## config.mk

```make
export PLATFORM = sky130hd
export DESIGN_NAME = signed_accumulator
export DESIGN_NICKNAME = d
export VERILOG_FILES = /design/src/rtl/signed_accumulator.sv
export SDC_FILE = /design/constraint.sdc
export NUM_CORES = 1
export LEC_CHECK = 0
export BUFFER_PORTS_ARGS = -buffer_cell sky130_fd_sc_hd__buf_2
export CAP_MARGIN = 20
export CORE_MARGIN = 2
export CORE_UTILIZATION = 54
export CTS_CLUSTER_DIAMETER = 100
export DETAILED_ROUTE_END_ITERATION = 10
export GPL_ROUTABILITY_DRIVEN = 0
export HOLD_SLACK_MARGIN = 0.06
export PLACE_DENSITY = 0.79
export SYNTH_ARGS = -nofsm -noshare
export SYNTH_HDL_FRONTEND = slang
export SYNTH_SLANG_ARGS = --single-unit
```

## constraint.sdc

```tcl
create_clock -name clk -period 3.4 [get_ports clk]
set_clock_uncertainty 0.1 [all_clocks]
set_input_delay 0.85 -clock clk [delete_from_list [all_inputs] [get_ports clk]]
set_output_delay 0.85 -clock clk [all_outputs]
set_load 0.05 [all_outputs]
```

## src/rtl/signed_accumulator.sv

```systemverilog
// rtl/signed_accumulator.sv - signed running accumulator committed by a debounced "equal" press.
// Build option: ACCUM_SATURATE_EN clamps overflowing results instead of wrapping.
module signed_accumulator #(
  parameter int N     = 4,
  parameter int CNT_W = 4
) (
  input  logic             clk,
  input  logic             rst_n,
  input  logic             equal,
  input  logic [1:0]       op,
  input  logic [N-1:0]     number,
  output logic [N-1:0]     sum,
  output logic [N-1:0]     SSD,
  output logic             sign,
  output logic             c_out,
  output logic             done,
  output logic [CNT_W-1:0] op_cnt
);

  typedef enum logic {EMPTY = 1'b0, ACC = 1'b1} state_t;

  localparam logic [N-1:0]     SUM_ONE = {{(N-1){1'b0}}, 1'b1};
  localparam logic [CNT_W-1:0] CNT_ONE = {{(CNT_W-1){1'b0}}, 1'b1};
  localparam logic [CNT_W-1:0] CNT_MAX = {CNT_W{1'b1}};
`ifdef ACCUM_SATURATE_EN
  localparam logic [N-1:0] SUM_MAX = {1'b0, {(N-1){1'b1}}};
  localparam logic [N-1:0] SUM_MIN = {1'b1, {(N-1){1'b0}}};
`endif

  state_t           state_q, state_d;
  logic [N-1:0]     sum_q, sum_d;
  logic [N-1:0]     ssd_q, ssd_d;
  logic             sign_q, sign_d;
  logic             c_q, c_d;
  logic             done_q, done_d;
  logic [CNT_W-1:0] cnt_q, cnt_d;
  logic             equal_prev_q, equal_prev_d;
  logic             armed_q, armed_d;

  logic             press;
  logic [N:0]       add_ext, sub_ext;
  logic             add_ovf, sub_ovf;

  // armed_q blocks a press after reset until equal has been seen low once
  assign press   = equal & ~equal_prev_q & armed_q;
  assign add_ext = {sum_q[N-1], sum_q} + {number[N-1], number};
  assign sub_ext = {sum_q[N-1], sum_q} - {number[N-1], number};
  assign add_ovf = add_ext[N] ^ add_ext[N-1];
  assign sub_ovf = sub_ext[N] ^ sub_ext[N-1];

  always_comb begin
    state_d      = state_q;
    sum_d        = sum_q;
    c_d          = c_q;
    cnt_d        = cnt_q;
    done_d       = press;
    equal_prev_d = equal;
    armed_d      = armed_q | ~equal;

    if (press) begin
      if (op == 2'b11) begin
        sum_d   = '0;
        c_d     = 1'b0;
        cnt_d   = '0;
        state_d = EMPTY;
      end else begin
        if (cnt_q != CNT_MAX) cnt_d = cnt_q + CNT_ONE;
        if (state_q == EMPTY || op == 2'b10) begin
          sum_d   = number;
          c_d     = 1'b0;
          state_d = ACC;
        end else begin
          if (op == 2'b00) begin
            sum_d = add_ext[N-1:0];
            c_d   = add_ovf;
          end else begin
            sum_d = sub_ext[N-1:0];
            c_d   = sub_ovf;
          end
`ifdef ACCUM_SATURATE_EN
          // overflow direction always follows the sign of the old accumulator
          if (c_d) sum_d = sum_q[N-1] ? SUM_MIN : SUM_MAX;
`endif
        end
      end
    end

    sign_d = sum_d[N-1];
    ssd_d  = sign_d ? (~sum_d + SUM_ONE) : sum_d;
  end

  always_ff @(posedge clk or negedge rst_n) begin
    if (!rst_n) begin
      state_q      <= EMPTY;
      sum_q        <= '0;
      ssd_q        <= '0;
      sign_q       <= 1'b0;
      c_q          <= 1'b0;
      done_q       <= 1'b0;
      cnt_q        <= '0;
      equal_prev_q <= 1'b0;
      armed_q      <= 1'b0;
    end else begin
      state_q      <= state_d;
      sum_q        <= sum_d;
      ssd_q        <= ssd_d;
      sign_q       <= sign_d;
      c_q          <= c_d;
      done_q       <= done_d;
      cnt_q        <= cnt_d;
      equal_prev_q <= equal_prev_d;
      armed_q      <= armed_d;
    end
  end

  assign sum    = sum_q;
  assign SSD    = ssd_q;
  assign sign   = sign_q;
  assign c_out  = c_q;
  assign done   = done_q;
  assign op_cnt = cnt_q;

endmodule

```

* Yosys cells after proc, flatten, opt, wreduce, memory -nomap -nowiden
Cells that the tools add are included.
Word-level totals: register bits 18, bits of input ports 9
Cells by class: add/subtract/negate cells 4, equal/unequal tests 3, muxes and demuxes 12, bitwise logic cells 9, reductions and logical operators 6
Operators with widths (count):
- 2-to-1 mux 4 bit | 7
- adder 4 x 1 -> 4 bit (second input constant) | 2
- adder 4 x 4 -> 5 bit | 1
- 2-to-1 mux 1 bit | 5
- subtractor 4 x 4 -> 5 bit | 1
- == test 2 bit (second input constant) | 2
- inequality test 4 bit (second input constant) | 1
- inverter 4 bit | 1
- AND reduction 2 bit | 2
- nonzero test 2 bit | 2
- inverter 1 bit | 3
- bitwise AND 1 bit | 2
- zero test 2 bit | 1
- XOR 1 bit | 2
- logical OR 1 bit | 1
- bitwise OR 1 bit | 1

* Longest topological paths before layout
Gate-level depths: netlist of run 1.
depth after elaboration 8, mapped depth 11

* Worst setup path before layout of run 1
OpenSTA, ideal clock, no wires.
path type input to register, from input number[0], to register ssd_q[2], in the netlist SSD[2], data arrival time 2.698 ns, required time 3.219 ns, setup slack 0.521 ns, stages 11, buffers on the path 0, cells stage by stage ha_1 > inv_1 > fa_1 > nor2_1 > a21oi_1 > o221a_2 > a21oi_2 > inv_1 > ha_1 > nor4b_2 > xnor2_1
On the way: longest elaborated chain between the ends 8
Ends and longest elaborated chain:
- start, declared | RTL line 11 | input logic [N-1:0] number,
- subtractor 4 x 4 -> 5 bit / adder 4 x 4 -> 5 bit (equally long branches) | RTL line 47, 46
- 2-to-1 mux 4 bit * | RTL line 73 | if (op == 2'b00) begin
- 2-to-1 mux 4 bit * | RTL line 68 | if (state_q == EMPTY || op == 2'b10) begin
- 2-to-1 mux 4 bit * | RTL line 61 | if (op == 2'b11) begin
- 2-to-1 mux 4 bit * | RTL line 60 | if (press) begin
- net sum_d[1] | RTL line 31 | logic [N-1:0] sum_q, sum_d;
- inverter 4 bit * | RTL line 89 | ssd_d = sign_d ? (~sum_d + SUM_ONE) : sum_d;
- adder 4 x 1 -> 4 bit * | RTL line 89
- 2-to-1 mux 4 bit * | RTL line 89
- net ssd_d[2] | RTL line 32 | logic [N-1:0] ssd_q, ssd_d;
- end signal, assigned | RTL line 106 | ssd_q <= ssd_d;
- end, declared | RTL line 32
Mark *: on every way through the listed nets, which the timed path passes. The rest lies on a longest branch. A chain may end at the register's enable or synchronous reset.

* Final worst setup path of run 1
Ends and elaborated chain as after synthesis.

==> metrics.cfg, run 1 <==
[timing]
layout_min_cycle_time_ns=2.85
worst-slew-pin-transition_ns=0.370
fin_crit_sh=0.840
fmax_mhz=350
setup_viol=0
fin_tns_setup_ns=0
drv_slew=0
holdWs_ns=0.363
relSlewSlack=0.753
final_hold_viol_count=0
rsz0062_at_grt=false

[cells_and_area]
synthToLayoutAreaGrowth_pct=12.5
nets=165
nFillCells=172
instances_no_fill=170
drive_above_1_share=0.301
diodes=0

[critical_path]
setup.worst_path.start=number[0]
cp.required_ns=3.51
cp-start-kind=primary input
crit_buf_inv=3
path_class=in -> reg
end_kind=flip-flop
path_cells=buf_2 > ha_1 > inv_1 > fa_1 > nor2_1 > a21oi_1 > o221a_2 > a21oi_2 > inv_1 > ha_1 > nor4b_2 > xnor2_1
cp_slowest_cell=fa_1
critPathMaxStageDelay_ns=0.41
cp_max_fo=3
critPathArrivalTime_ns=2.96
r2r_start=SSD[0]$_DFF_PN0_
cp_top_family=adder cells

[pwr]
clockPowerShare=0.155
p_leak_nw=0.654
pwr-share-comb=0.519
power_switching_mw=0.396
p_sw_frac=0.479
powerDensity_nw_per_um2=622
internal-power_mw=0.430
sequentialPowerShare=0.325
vdd_ir_drop_max_mv=0.588

[clocking]
h-tree-depth=1
cts_hold_buf=0
cts-buffers-inserted=3
clock-sinks=16
cts_root_buf=clkbuf_4
cts_tree=yes
post_cts_resized=0
cts_setup_buffers=0
clkTransAtPathRegs_ns=0.10
worstSkewPairLatency_ns=0.28
cts_buffer_depth=2

[logic_synthesis]
syn_area_um2=1180
syn_inst=120
async_reset_ff_frac=1.00
yosys_warnings=0
syn_area_per_cell_um2=9.83
ys_seq_area_frac=0.339
synth_flop_cell=dfrtp_1
ys_ff_latch=16
ys_types=46
synth_fp_nets=141
synth_edf_count=0

[routing]
final_antenna_net_count=0
first_pass_iters=4
vias_per_cell=5.49
drc_errors=0
wire_per_inst_um=13.7
routed_wl_um=2330
drtIter0Drc=19
vias=933

[grt]
grtUsageTotal=0.207
grt_pass1_vias=875
grt_pass1_wl_um=4030
antenna_found_initial=0
grt_max_degree=17
overflow=0

[floorplan]
dieArea_um2=2580
ios=24
fp-row-count=16
core-area_um2=2000
fp.dieW_um=50.7
initial_utilization=0.589
die_height_um=50.7

[job]
maxCapViolCount=0

[min_path]
min_path_type=in -> async

[place]
hpwl_um=1790
post-place-cells=166
io_buffers=23

[status]
status=finished, final reports clean

## flip-flops by register name, summed over array words and instances (netlist names)
signal	cells
sign	1
c_out	1
armed_q	1
SSD	4
done	1
sum	2
op_cnt	4
equal_prev_q	1
state_q	1
## cells in the mapped netlist (2+ instances only)
cell type | count | share of area
buf_6 | 2 | 0.019
fa_1 | 2 | 0.034
ha_1 | 10 | 0.11
nor2b_1 | 3 | 0.016
a21oi_1 | 10 | 0.042
o31ai_1 | 2 | 0.013
nand2b_1 | 2 | 0.011
xnor2_1 | 2 | 0.015
inv_1 | 12 | 0.038
dfrtp_1 | 16 | 0.34
nand2_4 | 2 | 0.019
o21ai_0 | 7 | 0.030
nand3_1 | 2 | 0.0085
nand2_1 | 7 | 0.022
buf_4 | 2 | 0.013
nor2_1 | 8 | 0.025
a21oi_2 | 2 | 0.015
## placed cells by master (no fill, tap or decap), types with 3 or more instances in the layout
cell type  instances
nand2_1            7
dfrtp_1           16
clkbuf_4           3
inv_1             12
nor2_1             8
o21ai_0            7
nor2b_1            3
buf_2             23
a21oi_1           10
ha_1              10
## worst paths after layout
| check | endpoint | slack [ns] | cells past startpoint |
|---|---|---|---|
| setup / recovery | SSD[2]$_DFF_PN0_ | 0.55 | 12 |
| hold / removal | SSD[3]$_DFF_PN0_ | 0.36 | 1 |
| setup reg to reg | SSD[2]$_DFF_PN0_ | 0.78 | 11 |
| hold reg to reg | c_out$_DFFE_PN0P_ | 0.40 | 2 |
| max in group asynchronous | sum[1]$_DFF_PN0_ | 2.57 | 1 |
| min in group clk | c_out$_DFFE_PN0P_ | 0.40 | 2 |
## power by group through the flow
stage	clock, mW	sequential (mW)	combinational (mW)
finish	0.128	0.269	0.429
global route	0.138	0.276	0.468
detailed placement	0	0.272	0.430
floorplan	0	0.402	0.211
global placement	0	0.270	0.417
CTS	0.132	0.269	0.432
## logic make-up after synthesis
logic type | Yosys count | synth area share
simple gates | 37 | 0.217
mux | 2 | 0.0212
compound gates | 33 | 0.182
flops | 16 | 0.339
xor+xnor | 3 | 0.0223
buf+inv | 17 | 0.0774
fa+ha+maj | 12 | 0.140
## per-stage QoR
stage | power [mW] | instance area (um^2) | utilization | worst slack (ns)
2_1_floorplan | 0.613 | 1180 | - | 0.521
3_3_place_gp | 0.687 | 1290 | 0.645 | 0.349
3_5_place_dp | 0.701 | 1290 | 0.645 | 0.208
4_1_cts | 0.833 | 1330 | 0.663 | 0.528
5_1_grt | 0.882 | 1330 | 0.663 | 0.357
6_report | 0.825 | 1330 | 0.663 | 0.545
## cell type report
type                       count  area, um^2  area share
clock buffer                   4        36.3      0.0273
inverter                      13        53.8      0.0405
multi-input combinational     87         688       0.518
sequential                    16         400       0.302
tap                           27        33.8      0.0254
timing repair buffer          23         115      0.0867
## per-layer routing
metal,global-route usage,routed length [um]
met4,0.0225,0
met5,0,0
met3,0.0476,138
met2,0.353,1140
met1,0.277,1050
(Power assumes the default switching activity.)
==> inputs of run 2 (changes only) <==
--- a/config.mk
+++ b/config.mk
@@ -8,12 +8,12 @@
 export BUFFER_PORTS_ARGS = -buffer_cell sky130_fd_sc_hd__buf_2
 export CAP_MARGIN = 20
 export CORE_MARGIN = 2
-export CORE_UTILIZATION = 54
+export CORE_UTILIZATION = 49
 export CTS_CLUSTER_DIAMETER = 100
 export DETAILED_ROUTE_END_ITERATION = 10
 export GPL_ROUTABILITY_DRIVEN = 0
 export HOLD_SLACK_MARGIN = 0.06
-export PLACE_DENSITY = 0.79
+export PLACE_DENSITY = 0.75
 export SYNTH_ARGS = -nofsm -noshare
 export SYNTH_HDL_FRONTEND = slang
 export SYNTH_SLANG_ARGS = --single-unit
==> constraint.sdc (replaced) <==
create_clock -name clk -period 2.4 [get_ports clk]
set_clock_uncertainty 0.1 [all_clocks]
set_input_delay 0.6 -clock clk [delete_from_list [all_inputs] [get_ports clk]]
set_output_delay 0.6 -clock clk [all_outputs]
set_load 0.05 [all_outputs]
==> run 2 against run 1 <==
The run now ends with negative setup slack left. Power grew 51%. Flip-flop and latch count is the same. Setup slack lost 0.57 ns. Sequential share of layout area shrank 3.0 points. Die area grew 9.4%. Count of clock-buffer cells in the layout is the same. Via count grew 6.5%. Routed wire length grew 7.5%. Critical path type is now reg -> reg. Largest cell class unchanged. Highest routed layer is now met4.
==> metrics.cfg, run 2 (synthesized netlist as in run 1, its figures left out) <==
[clocking]
cts_root_buf=clkbuf_4
clock-sinks=16  ; unchanged
worstSkewPairLatency_ns=0.29  ; about the same
cts_hold_buf=0  ; unchanged
cts-buffers-inserted=3  ; unchanged
cts_tree=yes
cts_buffer_depth=2  ; unchanged
h-tree-depth=1  ; unchanged
clkTransAtPathRegs_ns=0.09  ; about the same

[status]
violations=negative setup slack
status=finished, violations left

[routing]
drc_errors=0  ; unchanged
vias=994  ; +6.5%
wire_per_inst_um=13.6  ; -0.70%
drtIter0Drc=16  ; -3
routed_wl_um=2500  ; +7.5%
final_antenna_net_count=0  ; unchanged
vias_per_cell=5.40  ; -1.6%
first_pass_iters=4  ; unchanged

[grt]
grt_max_degree=17  ; unchanged
overflow=0  ; unchanged
grt_pass1_wl_um=4280  ; +6.3%
grt_pass1_vias=978  ; +12%
antenna_found_initial=0  ; unchanged
grtUsageTotal=0.208  ; +0.00117

[place]
io_buffers=23  ; unchanged
post-place-cells=178  ; +7.2%
dp_slack_ns=-0.361  ; -0.569 ns
hpwl_um=1940  ; +7.9%

[critical_path]
r2r_start=SSD[0]$_DFF_PN0_
cp.required_ns=2.52  ; -0.99 ns
setup.worst_path.start=SSD[0]$_DFF_PN0_
critPathArrivalTime_ns=2.54  ; -0.42 ns
path_class=reg -> reg
cp-start-kind=flip-flop
end_kind=flip-flop
cp_max_fo=3  ; unchanged

[cells_and_area]
diodes=0  ; unchanged
final_common_cell=buf_2
final_cell_mix=buf_2, dfrtp_1, buf_4
drive_above_1_share=0.417  ; +0.116
nFillCells=200  ; +16%
synthToLayoutAreaGrowth_pct=25.6
utilization=0.657  ; -0.00608
instances_no_fill=184  ; +8.2%
nets=178  ; +7.9%

[floorplan]
ios=24  ; unchanged
die_height_um=53.1  ; +4.6%
fp-row-count=17  ; +1
core-area_um2=2250  ; +13%
initial_utilization=0.523  ; -0.0661
fp.dieW_um=53.1  ; +4.6%
dieArea_um2=2820  ; +9.4%

[pwr]
internal-power_mw=0.660  ; +54%
clockPowerShare=0.144  ; -0.011
power_switching_mw=0.583  ; +47%
total_power_mw=1.24  ; +51%
vdd_ir_drop_max_mv=0.661  ; +12%
pwr-share-comb=0.548  ; +0.029
powerDensity_nw_per_um2=839  ; +35%
p_leak_nw=0.717  ; +9.7%
p_sw_frac=0.469  ; -0.0104
sequentialPowerShare=0.308  ; -0.017

[timing]
fin_crit_sh=1.01
setup_ws_ns=-0.0282  ; -0.573 ns
fmax_mhz=412
layout_min_cycle_time_ns=2.43
worst-slew-pin-transition_ns=0.351  ; -0.0193 ns
final_hold_viol_count=0  ; unchanged
relSlewSlack=0.766  ; +0.0129
drv_slew=0  ; unchanged
rsz0062_at_grt=true
setup_viol=1  ; +1

[min_path]
min_path_type=in -> async

[job]
maxCapViolCount=0  ; unchanged

-- run 2: cell count changes in the layout (fill, tap and decap cells not counted), sizes merged --
cell	before	now
buf	23	36
-- run 2: per-layer routing --
layer	track usage	up-vias	wire, um
li1	-	487	-
met1	0.259	477	1110
met3	0.0537	4	130
met2	0.367	26	1230
met5	0	-	0
met4	0.0342	0	27
-- run 2: worst paths after layout --
path	to	cells past startpoint	slack, ns
min in group clk	equal_prev_q$_DFF_PN0_	1	0.36
worst min-delay path	armed_q$_DFF_PN0_	1	0.10
max in group asynchronous	SSD[0]$_DFF_PN0_	1	1.82
worst max-delay path	SSD[2]$_DFF_PN0_	11	-0.03
worst max register to register	SSD[2]$_DFF_PN0_	11	-0.03
worst min register to register	c_out$_DFFE_PN0P_	2	0.39
-- run 2: final cells by class --
class	instances	area, um^2	area share
Multi-Input combinational cell	87	734	0.496
Sequential cell	16	403	0.272
Clock buffer	4	36.3	0.0245
Tap cell	28	35.0	0.0236
Inverter	13	53.8	0.0363
Timing Repair Buffer	36	219	0.148
-- run 2: power by group through the flow --
stage                     sequential (mW)  combinational (mW)  clock (mW)
after floorplan                     0.573               0.301           0
after global placement              0.384               0.630           0
after detailed placement            0.387               0.649           0
after CTS                           0.381               0.666       0.181
after global routing                0.392               0.739       0.197
final                               0.383               0.681       0.179
-- run 2: what timing repair did --
item | in CTS | in global routing
pin swaps | 5 | 3
setup endpoints to repair | 2 | 2
endpoints found under the hold margin | 0 | 0
buffers inserted | 2 | 1
gates resized for setup | 4 | 4
-- run 2: stage by stage --
stage               hold slack [ns]  instance area (um^2)  TNS (ns)
global route                  0.108                  1480    -0.176
detailed placement            0.370                  1390    -0.802
global placement              0.359                  1390    -0.579
finish                        0.101                  1480   -0.0282
CTS                           0.111                  1460   -0.0581
floorplan                     0.204                  1200    -0.273
-- run 2: critical path, stage by stage (launching register included) --
cell and delay (ns):
dfrtp_2 0.45, inv_2 0.08, ha_4 0.13, fa_1 0.41
nor2_1 0.11, a21oi_1 0.05, o221a_2 0.26, a21oi_2 0.14
inv_2 0.06, ha_4 0.16, nor4b_4 0.26, xnor2_1 0.15
